===== src/rtl/apb_slave_regs_pkg.sv =====
// Shared definitions for the APB3 register-file completer: register offsets,
// FSM states, register-select encoding and reset constants.
package apb_slave_regs_pkg;

    localparam logic [7:0] CTRL_OFF   = 8'h00;
    localparam logic [7:0] STATUS_OFF = 8'h04;
    localparam logic [7:0] WCNT_OFF   = 8'h08;
    localparam logic [7:0] ID_OFF     = 8'h0C;
    localparam logic [7:0] DATA0_OFF  = 8'h10;
    localparam logic [7:0] DATA1_OFF  = 8'h14;
    localparam logic [7:0] DATA2_OFF  = 8'h18;
    localparam logic [7:0] DATA3_OFF  = 8'h1C;

    localparam int NUM_REGS = 8;

    localparam logic [3:0] CTRL_SPARE_RST = 4'h0;
    localparam logic       STATUS_RST     = 1'b0;

    typedef enum logic {
        IDLE,
        ACCESS
    } state_t;

    // Encoding matches offset[4:2], so the one-hot select bit is sel[offset[4:2]].
    typedef enum logic [2:0] {
        SEL_CTRL,
        SEL_STATUS,
        SEL_WCNT,
        SEL_ID,
        SEL_DATA0,
        SEL_DATA1,
        SEL_DATA2,
        SEL_DATA3
    } reg_sel_t;

    function automatic logic [7:0] ctrl_reset_value(input logic [3:0] ws);
        return {CTRL_SPARE_RST, ws};
    endfunction

endpackage


===== src/rtl/apb_regs_decode.sv =====
// Combinational decode of a latched register offset into a one-hot select,
// plus the address and read-only-write error flags.
module apb_regs_decode
    import apb_slave_regs_pkg::*;
(
    input  logic [7:0]          offset,
    input  logic                write,
    output logic [NUM_REGS-1:0] sel,
    output logic                rd_only,
    output logic                addr_err
);

    always_comb begin
        // NOTE: every output gets a default before any branch, so no path can leave one unassigned and infer a latch.
        sel      = '0;
        rd_only  = 1'b0;
        addr_err = 1'b0;
        if ((offset[1:0] != 2'b00) || (offset > DATA3_OFF)) begin
            addr_err = 1'b1;
        end else begin
            sel[offset[4:2]] = 1'b1;
            rd_only = write && ((offset == WCNT_OFF) || (offset == ID_OFF));
        end
    end

endmodule


===== src/rtl/apb_slave_regs.sv =====
// APB3 completer terminating transfers into a small register file with a
// programmable wait-state count and PSLVERR on bad accesses.
module apb_slave_regs
    import apb_slave_regs_pkg::*;
#(
    parameter int          ADDR_W   = 32,
    parameter int          DATA_W   = 32,
    parameter logic [3:0]  DEF_WAIT = 4'd1,
    parameter logic [31:0] ID_VALUE = 32'hA9B0_0001
) (
    input  logic              PCLK,
    input  logic              PRESET,
    input  logic              PSEL,
    input  logic              PENABLE,
    input  logic              PWRITE,
    input  logic [ADDR_W-1:0] PADDR,
    input  logic [DATA_W-1:0] PWDATA,
    output logic [DATA_W-1:0] PRDATA,
    output logic              PREADY,
    output logic              PSLVERR,
    output logic              proto_err
);

    state_t state, state_nxt;

    logic [7:0]        req_off;
    logic              req_write;
    logic [DATA_W-1:0] req_wdata;
    logic [3:0]        wcnt;

    logic [7:0]        ctrl;
    logic              status_proto;
    logic [15:0]       wr_count;
    logic [DATA_W-1:0] data_q [4];

    logic [NUM_REGS-1:0] sel;
    logic                rd_only;
    logic                addr_err;
    logic                acc_err;

    logic              latch_req;
    logic              wcnt_dec;
    logic              commit;
    logic              proto_set;
    logic              ready;
    logic [DATA_W-1:0] rdata;

    // The interconnect decodes PSEL, so the upper address bits carry no information here.
    logic unused_paddr_hi;
    assign unused_paddr_hi = ^PADDR[ADDR_W-1:8];

    apb_regs_decode u_decode (
        .offset   (req_off),
        .write    (req_write),
        .sel      (sel),
        .rd_only  (rd_only),
        .addr_err (addr_err)
    );

    assign acc_err = addr_err | rd_only;

    always_ff @(posedge PCLK or posedge PRESET) begin
        // NOTE: sequential state uses <= so every flop samples pre-edge values regardless of block order.
        if (PRESET) state <= IDLE;
        else        state <= state_nxt;
    end

    always_comb begin
        state_nxt = state;
        latch_req = 1'b0;
        wcnt_dec  = 1'b0;
        commit    = 1'b0;
        proto_set = 1'b0;
        ready     = 1'b0;
        case (state)
            IDLE: begin
                if (PSEL && !PENABLE) begin
                    latch_req = 1'b1;
                    state_nxt = ACCESS;
                end else if (PSEL && PENABLE) begin
                    proto_set = 1'b1;
                end
            end
            ACCESS: begin
                if (PSEL && PENABLE) begin
                    if (wcnt == 4'd0) begin
                        ready     = 1'b1;
                        commit    = req_write && !acc_err;
                        state_nxt = IDLE;
                    end else begin
                        wcnt_dec = 1'b1;
                    end
                end else begin
                    // Requester abandoned the access phase: flag it and drop the request.
                    proto_set = 1'b1;
                    state_nxt = IDLE;
                end
            end
            default: state_nxt = IDLE;
        endcase
    end

    always_ff @(posedge PCLK or posedge PRESET) begin
        if (PRESET) begin
            req_off   <= 8'h00;
            req_write <= 1'b0;
            req_wdata <= '0;
            wcnt      <= 4'd0;
        end else if (latch_req) begin
            req_off   <= PADDR[7:0];
            req_write <= PWRITE;
            req_wdata <= PWDATA;
            wcnt      <= ctrl[3:0];
        end else if (wcnt_dec) begin
            wcnt <= wcnt - 4'd1;
        end
    end

    always_ff @(posedge PCLK or posedge PRESET) begin
        if (PRESET) begin
            ctrl     <= ctrl_reset_value(DEF_WAIT);
            wr_count <= 16'h0000;
            // NOTE: the DATA registers are individual flops with a defined reset value, not a RAM, so clearing them here is intended.
            for (int i = 0; i < 4; i++) data_q[i] <= '0;
        end else if (commit) begin
            if (sel[SEL_CTRL])  ctrl      <= req_wdata[7:0];
            if (sel[SEL_DATA0]) data_q[0] <= req_wdata;
            if (sel[SEL_DATA1]) data_q[1] <= req_wdata;
            if (sel[SEL_DATA2]) data_q[2] <= req_wdata;
            if (sel[SEL_DATA3]) data_q[3] <= req_wdata;
            wr_count <= wr_count + 16'd1;
        end
    end

    // Set has priority over the write-1-to-clear.
    always_ff @(posedge PCLK or posedge PRESET) begin
        if (PRESET)
            status_proto <= STATUS_RST;
        else if (proto_set)
            status_proto <= 1'b1;
        else if (commit && sel[SEL_STATUS] && req_wdata[0])
            status_proto <= 1'b0;
    end

    always_comb begin
        rdata = '0;
        if (sel[SEL_CTRL])   rdata = {{(DATA_W-8){1'b0}}, ctrl};
        if (sel[SEL_STATUS]) rdata = {{(DATA_W-1){1'b0}}, status_proto};
        if (sel[SEL_WCNT])   rdata = {{(DATA_W-16){1'b0}}, wr_count};
        if (sel[SEL_ID])     rdata = ID_VALUE;
        if (sel[SEL_DATA0])  rdata = data_q[0];
        if (sel[SEL_DATA1])  rdata = data_q[1];
        if (sel[SEL_DATA2])  rdata = data_q[2];
        if (sel[SEL_DATA3])  rdata = data_q[3];
    end

    assign PREADY    = ready;
    assign PSLVERR   = ready && acc_err;
    assign PRDATA    = (ready && !acc_err && !req_write) ? rdata : '0;
    assign proto_err = status_proto;

endmodule


===== config.mk =====
export PLATFORM = sky130hd
export DESIGN_NAME = apb_slave_regs
export DESIGN_NICKNAME = d
export VERILOG_FILES = /design/src/rtl/apb_slave_regs_pkg.sv /design/src/rtl/apb_regs_decode.sv /design/src/rtl/apb_slave_regs.sv
export SDC_FILE = /design/constraint.sdc
export NUM_CORES = 1
export LEC_CHECK = 0
export ABC_AREA = 1
export CAP_MARGIN = 5
export CORE_UTILIZATION = 41
export CTS_CLUSTER_DIAMETER = 80
export DETAILED_ROUTE_END_ITERATION = 16
export RECOVER_POWER = 50
export SKIP_LAST_GASP = 1
export SYNTH_ARGS = -nofsm -noshare
export SYNTH_HDL_FRONTEND = slang
export SYNTH_SLANG_ARGS = --single-unit
export TNS_END_PERCENT = 10

===== constraint.sdc =====
create_clock -name PCLK -period 21.4 [get_ports PCLK]
set_input_delay 4.28 -clock PCLK [delete_from_list [all_inputs] [get_ports PCLK]]
set_output_delay 4.28 -clock PCLK [all_outputs]
set_load 0.01 [all_outputs]

==> key figures <==
STA
  • Fin. max-slew vios: 440
  • Period utilization: 0.524
  • Fmax: 89.2 MHz
  • Final Hold Fails: 0
  • Worst-margin pin slew: 5.21 ns
  • Max-slew headroom: -2.49
  • RSZ-0062 raised after global routing: no
  • Endpoints failing setup: 0
  • Clk_skew: 0.00781 ns
  • Final setup TNS: 0 ns
  • Minimum clock period: 11.21 ns

Worst setup path
  • Max incr delay on CP: 0.60 ns
  • Worst path arrival time: 6.93 ns
  • Setup Crit Path Kind: in2out
  • Cell Chain, Critical Path: dlygate4sd3_1, nand3_1, nor2_1, nand2_2, nor2_1, buf_4, inv_1, nor2_1, nand2_1, inv_1, clkdlybuf4s50_1
  • CP startpoint: PSEL
  • Type of origin of the critical path: primary input
  • R2r setup slk: 17.10 ns
  • CP required: 17.12 ns
  • RR Startpoint: wcnt[0]
  • CP max stage cell: dlygate4sd3_1
  • CP max FO: 21
  • Reg2Reg Depth: 8
  • Reg2reg end: data_q[89]
  • CP dominant cell by count: nor2_1
  • CP endpoint kind: primary output

Layout
  • # nets final: 1,154
  • Layout cells sized above 1: 0.0384
  • Antenna cells: 0
  • Layout overhead on the synthesized area: 16.0%

Logic synthesis
  • Seq/Total Area, Yosys: 0.566
  • Largest area contributor in the netlist: dfrtp_1
  • Share of the synthesized area in the top cell type: 0.563
  • Syn nets: 1,104
  • Top-count cell post-synth: nand2_1
  • Post-synth EDFFs: 0
  • Most used flip-flop cell after synthesis: dfrtp_1
  • Post-Synthesis Cells: 1,033
  • Post-synthesis register bit count: 199
  • Post-Syn Area per Cell: 8.53 um^2
  • Mapped Area: 8810 um^2
  • Cell variety after synth: 32
  • Largest cells by area after synthesis: dfrtp_1 (56%), nand2_1 (14%), o21ai_0 (10%)
  • Synth async-reset ratio: 1.00
  • Number of synthesis warnings: 0
  • Top cells by count, synth: nand2_1 (324), dfrtp_1 (198), o21ai_0 (184), inv_1 (75), nor2_1 (49)

Drt
  • DRT antenna net count: 0
  • Iteration count of the initial detailed-routing pass: 5
  • WL final: 20,600 um
  • Vias post-DR: 6,927
  • Per-cell routed wire length: 15.1 um
  • Iteration-0 DRC Markers: 411
  • Vias per cell: 5.06
  • # DRC: 0

Floorplanning
  • Die Wd: 149 um
  • Die Span Y: 149 um
  • Die area: 22,100 um^2
  • Rows: 53
  • Initial Util: 0.419
  • Core area: 21,000 um^2
  • Ports: 104

Outcome
  • Status: complete, but fails checks
  • Failing checks: capacitance limit, slew limit

GRT
  • First-pass GRT wire length: 35,000 um
  • Largest net degree at the start of global routing: 120
  • Total gr overflow: 0
  • Gr usage total: 0.203
  • Vias in the first global route: 6,635
  • Initial antenna violation count: 0

Clock tree
  • CTS Buf Count: 17
  • Worst skew pair latency: 0.43 ns
  • Hold_buf cts: 0
  • # resized after CTS: 0
  • Clock sink count: 199
  • Root buffer cell: clkbuf_16
  • CTS Buffer Depth: 2
  • Post-CTS Setup Bufs: 0
  • CTS HTree Levels: 4
  • CTS tree: built
  • Clk slew on worst S/H paths: 0.07 ns

Power and ir drop
  • Peak VDD IR: 0.0509 mV
  • Tot Pwr: 770 uW
  • P per Cell Area: 75.4 nW/um^2
  • Leak: 4.58 nW

Placed design
  • PortBufs: 79
  • RePlAce Congestion: 0.765
  • Hpwl dp: 12,500 um

Hold path
  • Min-delay worst type: reg2reg
  • Min-delay src: req_off[7]
  • Hold Crit Endpoint: req_off[7]
  • Hold depth: 2

Run
  • Maxcap violations: 6
==> registers in the layout, indices dropped and copies added, names as in the netlist <==
name,flops
data_q,128
wcnt,4
req_write,1
req_off,8
state,1
wr_count,16
proto_err,1
ctrl,8
req_wdata,32
==> critical path, delay by kind of cell <==
| family | cells | cell delay (ns) |
|---|---|---|
| AND/OR/NAND/NOR | 6 | 0.74 |
| buffers and inverters | 5 | 1.89 |
==> worst max path at each step <==
stage                             to  slack (ns)  depth (start not counted)
after floorplan           PRDATA[10]       11.65                          7
after global placement     PRDATA[0]       10.17                         11
after detailed placement   PRDATA[0]       10.17                         11
after CTS                  PRDATA[0]       10.18                         11
after global routing       PRDATA[0]        9.97                         11
final                      PRDATA[0]       10.19                         11
==> cell usage in the layout, fill, tap and decap left out, drive strengths merged, types with 3 or more instances in the layout <==
cell and n:
nand2 331, o21ai 210, dfrtp 198, clkdlybuf4s50 76, inv 74, nor2 55
clkbuf 24, nand4 23, nand3 16, a21oi 15, a31oi 13, xor2 13
a22oi 8, nor3 7, clkinv 5, buf 4, clkinvlp 4, nand3b 3
dlygate4sd3 3
==> where the power goes <==
group / internal (mW) / switching, mW
registers: 0.393 / 0.00736
logic: 0.0215 / 0.0476
clock network: 0.165 / 0.136
==> layout make-up <==
class / count / area [um^2]
fillers: 2033 / 10800
flip-flops and latches: 199 / 4980
multi-input cells: 704 / 3240
repair buffers: 85 / 828
clock buffers: 22 / 464
well taps: 275 / 344
inverters: 76 / 287
clock inverters: 8 / 76.3
==> layer usage <==
| metal | share of wire | GRT usage | up-vias | routed length, um |
|---|---|---|---|---|
| met4 | 0.015 | 0.0572 | 0 | 312 |
| met1 | 0.49 | 0.288 | 3322 | 10100 |
| met2 | 0.46 | 0.317 | 132 | 9480 |
| met5 | 0 | 0 | - | 0 |
| li1 | - | - | 3453 | - |
| met3 | 0.035 | 0.0374 | 20 | 720 |
==> cell families (layout without fill, tap and decap cells) <==
family / count (synthesis) / after routing / share of synthesized area
xor+xnor: 15 / 15 / 0.0149
fa+ha+maj: 2 / 2 / 0.00284
simple gates: 437 / 437 / 0.207
compound gates: 250 / 250 / 0.148
buf+inv: 130 / 191 / 0.0615
flops: 199 / 199 / 0.566
==> through the flow <==
step           instance area, um^2  hold slack [ns]   util  setup WS (ns)  cells
2_1_floorplan                 8810            0.443      -          11.65   1033
3_3_place_gp                  9740            0.458  0.463          10.17   1339
3_5_place_dp                  9740            0.465  0.463          10.17   1339
4_1_cts                      10300            0.481  0.489          10.18   1369
5_1_grt                      10200            0.503  0.486           9.97   1369
6_report                     10200            0.478  0.486          10.19   1369
(Power assumes the default switching activity.)
==> variant, RTL diff (config.mk and constraints unchanged) <==
Change the package constant `NUM_REGS` from 8 to 10.
--- a/src/rtl/apb_slave_regs_pkg.sv
+++ b/src/rtl/apb_slave_regs_pkg.sv
@@ -11,7 +11,7 @@
     localparam logic [7:0] DATA2_OFF  = 8'h18;
     localparam logic [7:0] DATA3_OFF  = 8'h1C;
 
-    localparam int NUM_REGS = 8;
+    localparam int NUM_REGS = 10;
 
     localparam logic [3:0] CTRL_SPARE_RST = 4'h0;
     localparam logic       STATUS_RST     = 1'b0;
Function: no difference found for any inputs over 4 cycles, from zero or initial values and one cycle with PRESET high; that may be too few to reach the edited logic, so the function may still have changed.
==> variant against the unedited design <==
  * The run still ends with capacitance limit, slew limit left
  * Worst setup slack better by 0.048 ns
  * Synthesized cell count is 0.19% higher
  * Wire length is 6.0% higher
  * Synthesized area is 1.8% higher
  * Final area is 1.0% higher
  * Sequential cell count stayed put
  * Power is 2.8% higher
  * Sequential share of layout area is 0.50 points lower
  * Critical path type unchanged
  * Critical endpoint is now PRDATA[8]
  * Highest routed layer unchanged
==> variant: results (changes against the unedited design) <==
- Clock-cell share of area: 0.0570 (was 0.0529)
- FF+latch count: 199 (unchanged)
- Max_cap viols: 5 (was 6)
- Combinational power share: 0.093 (was 0.090)
- Async S/R FF share, synth: 1.00 (unchanged)
- Non-clk bufs: 84 (was 85)
- Global routing usage on met1: 0.298 (was 0.288)
- Crit-path slowest cell: clkdlybuf4s50_1 (was dlygate4sd3_1)
- Met2 usage: 0.334 (was 0.317)
- Drt total wl: 21.9 mm (was 20.6 mm)
- Max-slew violations: 391 (was 440)
- Synth area leaders: dfrtp_1 55%, nand2_1 12%, o21ai_1 7.8%, o21ai_0 4.7%, inv_1 2.8% (was dfrtp_1 56%, nand2_1 14%, o21ai_0 10%, inv_1 3.2%, nor2_1 2.1%)
- Commonest cells in the netlist: 296 x nand2_1, 198 x dfrtp_1, 140 x o21ai_1, 85 x o21ai_0, 66 x inv_1 (was 324 x nand2_1, 198 x dfrtp_1, 184 x o21ai_0, 75 x inv_1, 49 x nor2_1)
- WL met2: 10.1 mm (was 9.48 mm)
- Unique masters post-synth: 37 (was 32)
- # clk buffers: 18 (was 22)
- Status: finished, violations left (unchanged)
- Register area share after synthesis: 0.555 (was 0.566)
- 1st-iter DRT viols: 445 (was 411)
- Fillers: 2130 (was 2033)
- Synth Area in Compound Gates: 0.168 (was 0.148)
- DRT met1 WL: 10.7 mm (was 10.1 mm)
- Pleak: 4.63 nW (was 4.58 nW)
- Placed wire-length estimate: 13.2 mm (was 12.5 mm)
- Max IR drop VDD: 0.0522 mV (was 0.0509 mV)
- NumNets Final: 1156 (was 1154)
- XOR/XNOR share of the synthesized area: 0.0137 (was 0.0149)
- Failing checks: capacitance limit, slew limit (unchanged)
- Fraction of layout cells with a size suffix above 1: 0.0537 (was 0.0384)
- Clock power frac: 0.400 (was 0.391)
- Invs w/o clock: 75 (was 76)
- Crit path DAT: 6.88 ns (was 6.93 ns)
- Max-slew headroom: -2.83 (was -2.49)
- Synth Net Count: 1106 (was 1104)
- Post-synthesis mux area share: 0 (unchanged)
- Internal Power: 0.581 mW (was 0.579 mW)
- Pin count of the biggest net entering global routing: 130 (was 120)
- Synth Area in Adders: 0.00279 (was 0.00284)
- Via density per instance: 5.12 (was 5.06)
- Count of multi-input gates: 708 (was 704)
- Buffering overhead: 0.0795 (was 0.0811)
variant: per-stage QoR:
stage / power, mW / cell area, um2 / setup WS, ns / std cells
detailed placement: 0.484 / 9790 / 10.33 / 1341
global route: 0.827 / 10300 / 10.15 / 1373
CTS: 0.801 / 10400 / 10.33 / 1373
floorplan: 0.456 / 8970 / 11.70 / 1035
global placement: 0.483 / 9790 / 10.34 / 1341
finish: 0.792 / 10300 / 10.24 / 1373
variant: final timing paths:
| path | slack [ns] | endpoint | startpoint | depth (start not counted) |
|---|---|---|---|---|
| hold / removal | 0.49 | data_q[103] | data_q[103] | 2 |
| setup reg to reg | 17.29 | data_q[32] | req_off[6] | 8 |
| hold reg to reg | 0.49 | data_q[103] | data_q[103] | 2 |
| max in group asynchronous | 12.65 | ctrl[5] | PRESET | 3 |
| min in group asynchronous | 6.08 | req_wdata[2] | PRESET | 2 |
| setup / recovery | 10.24 | PRDATA[8] | PSEL | 9 |
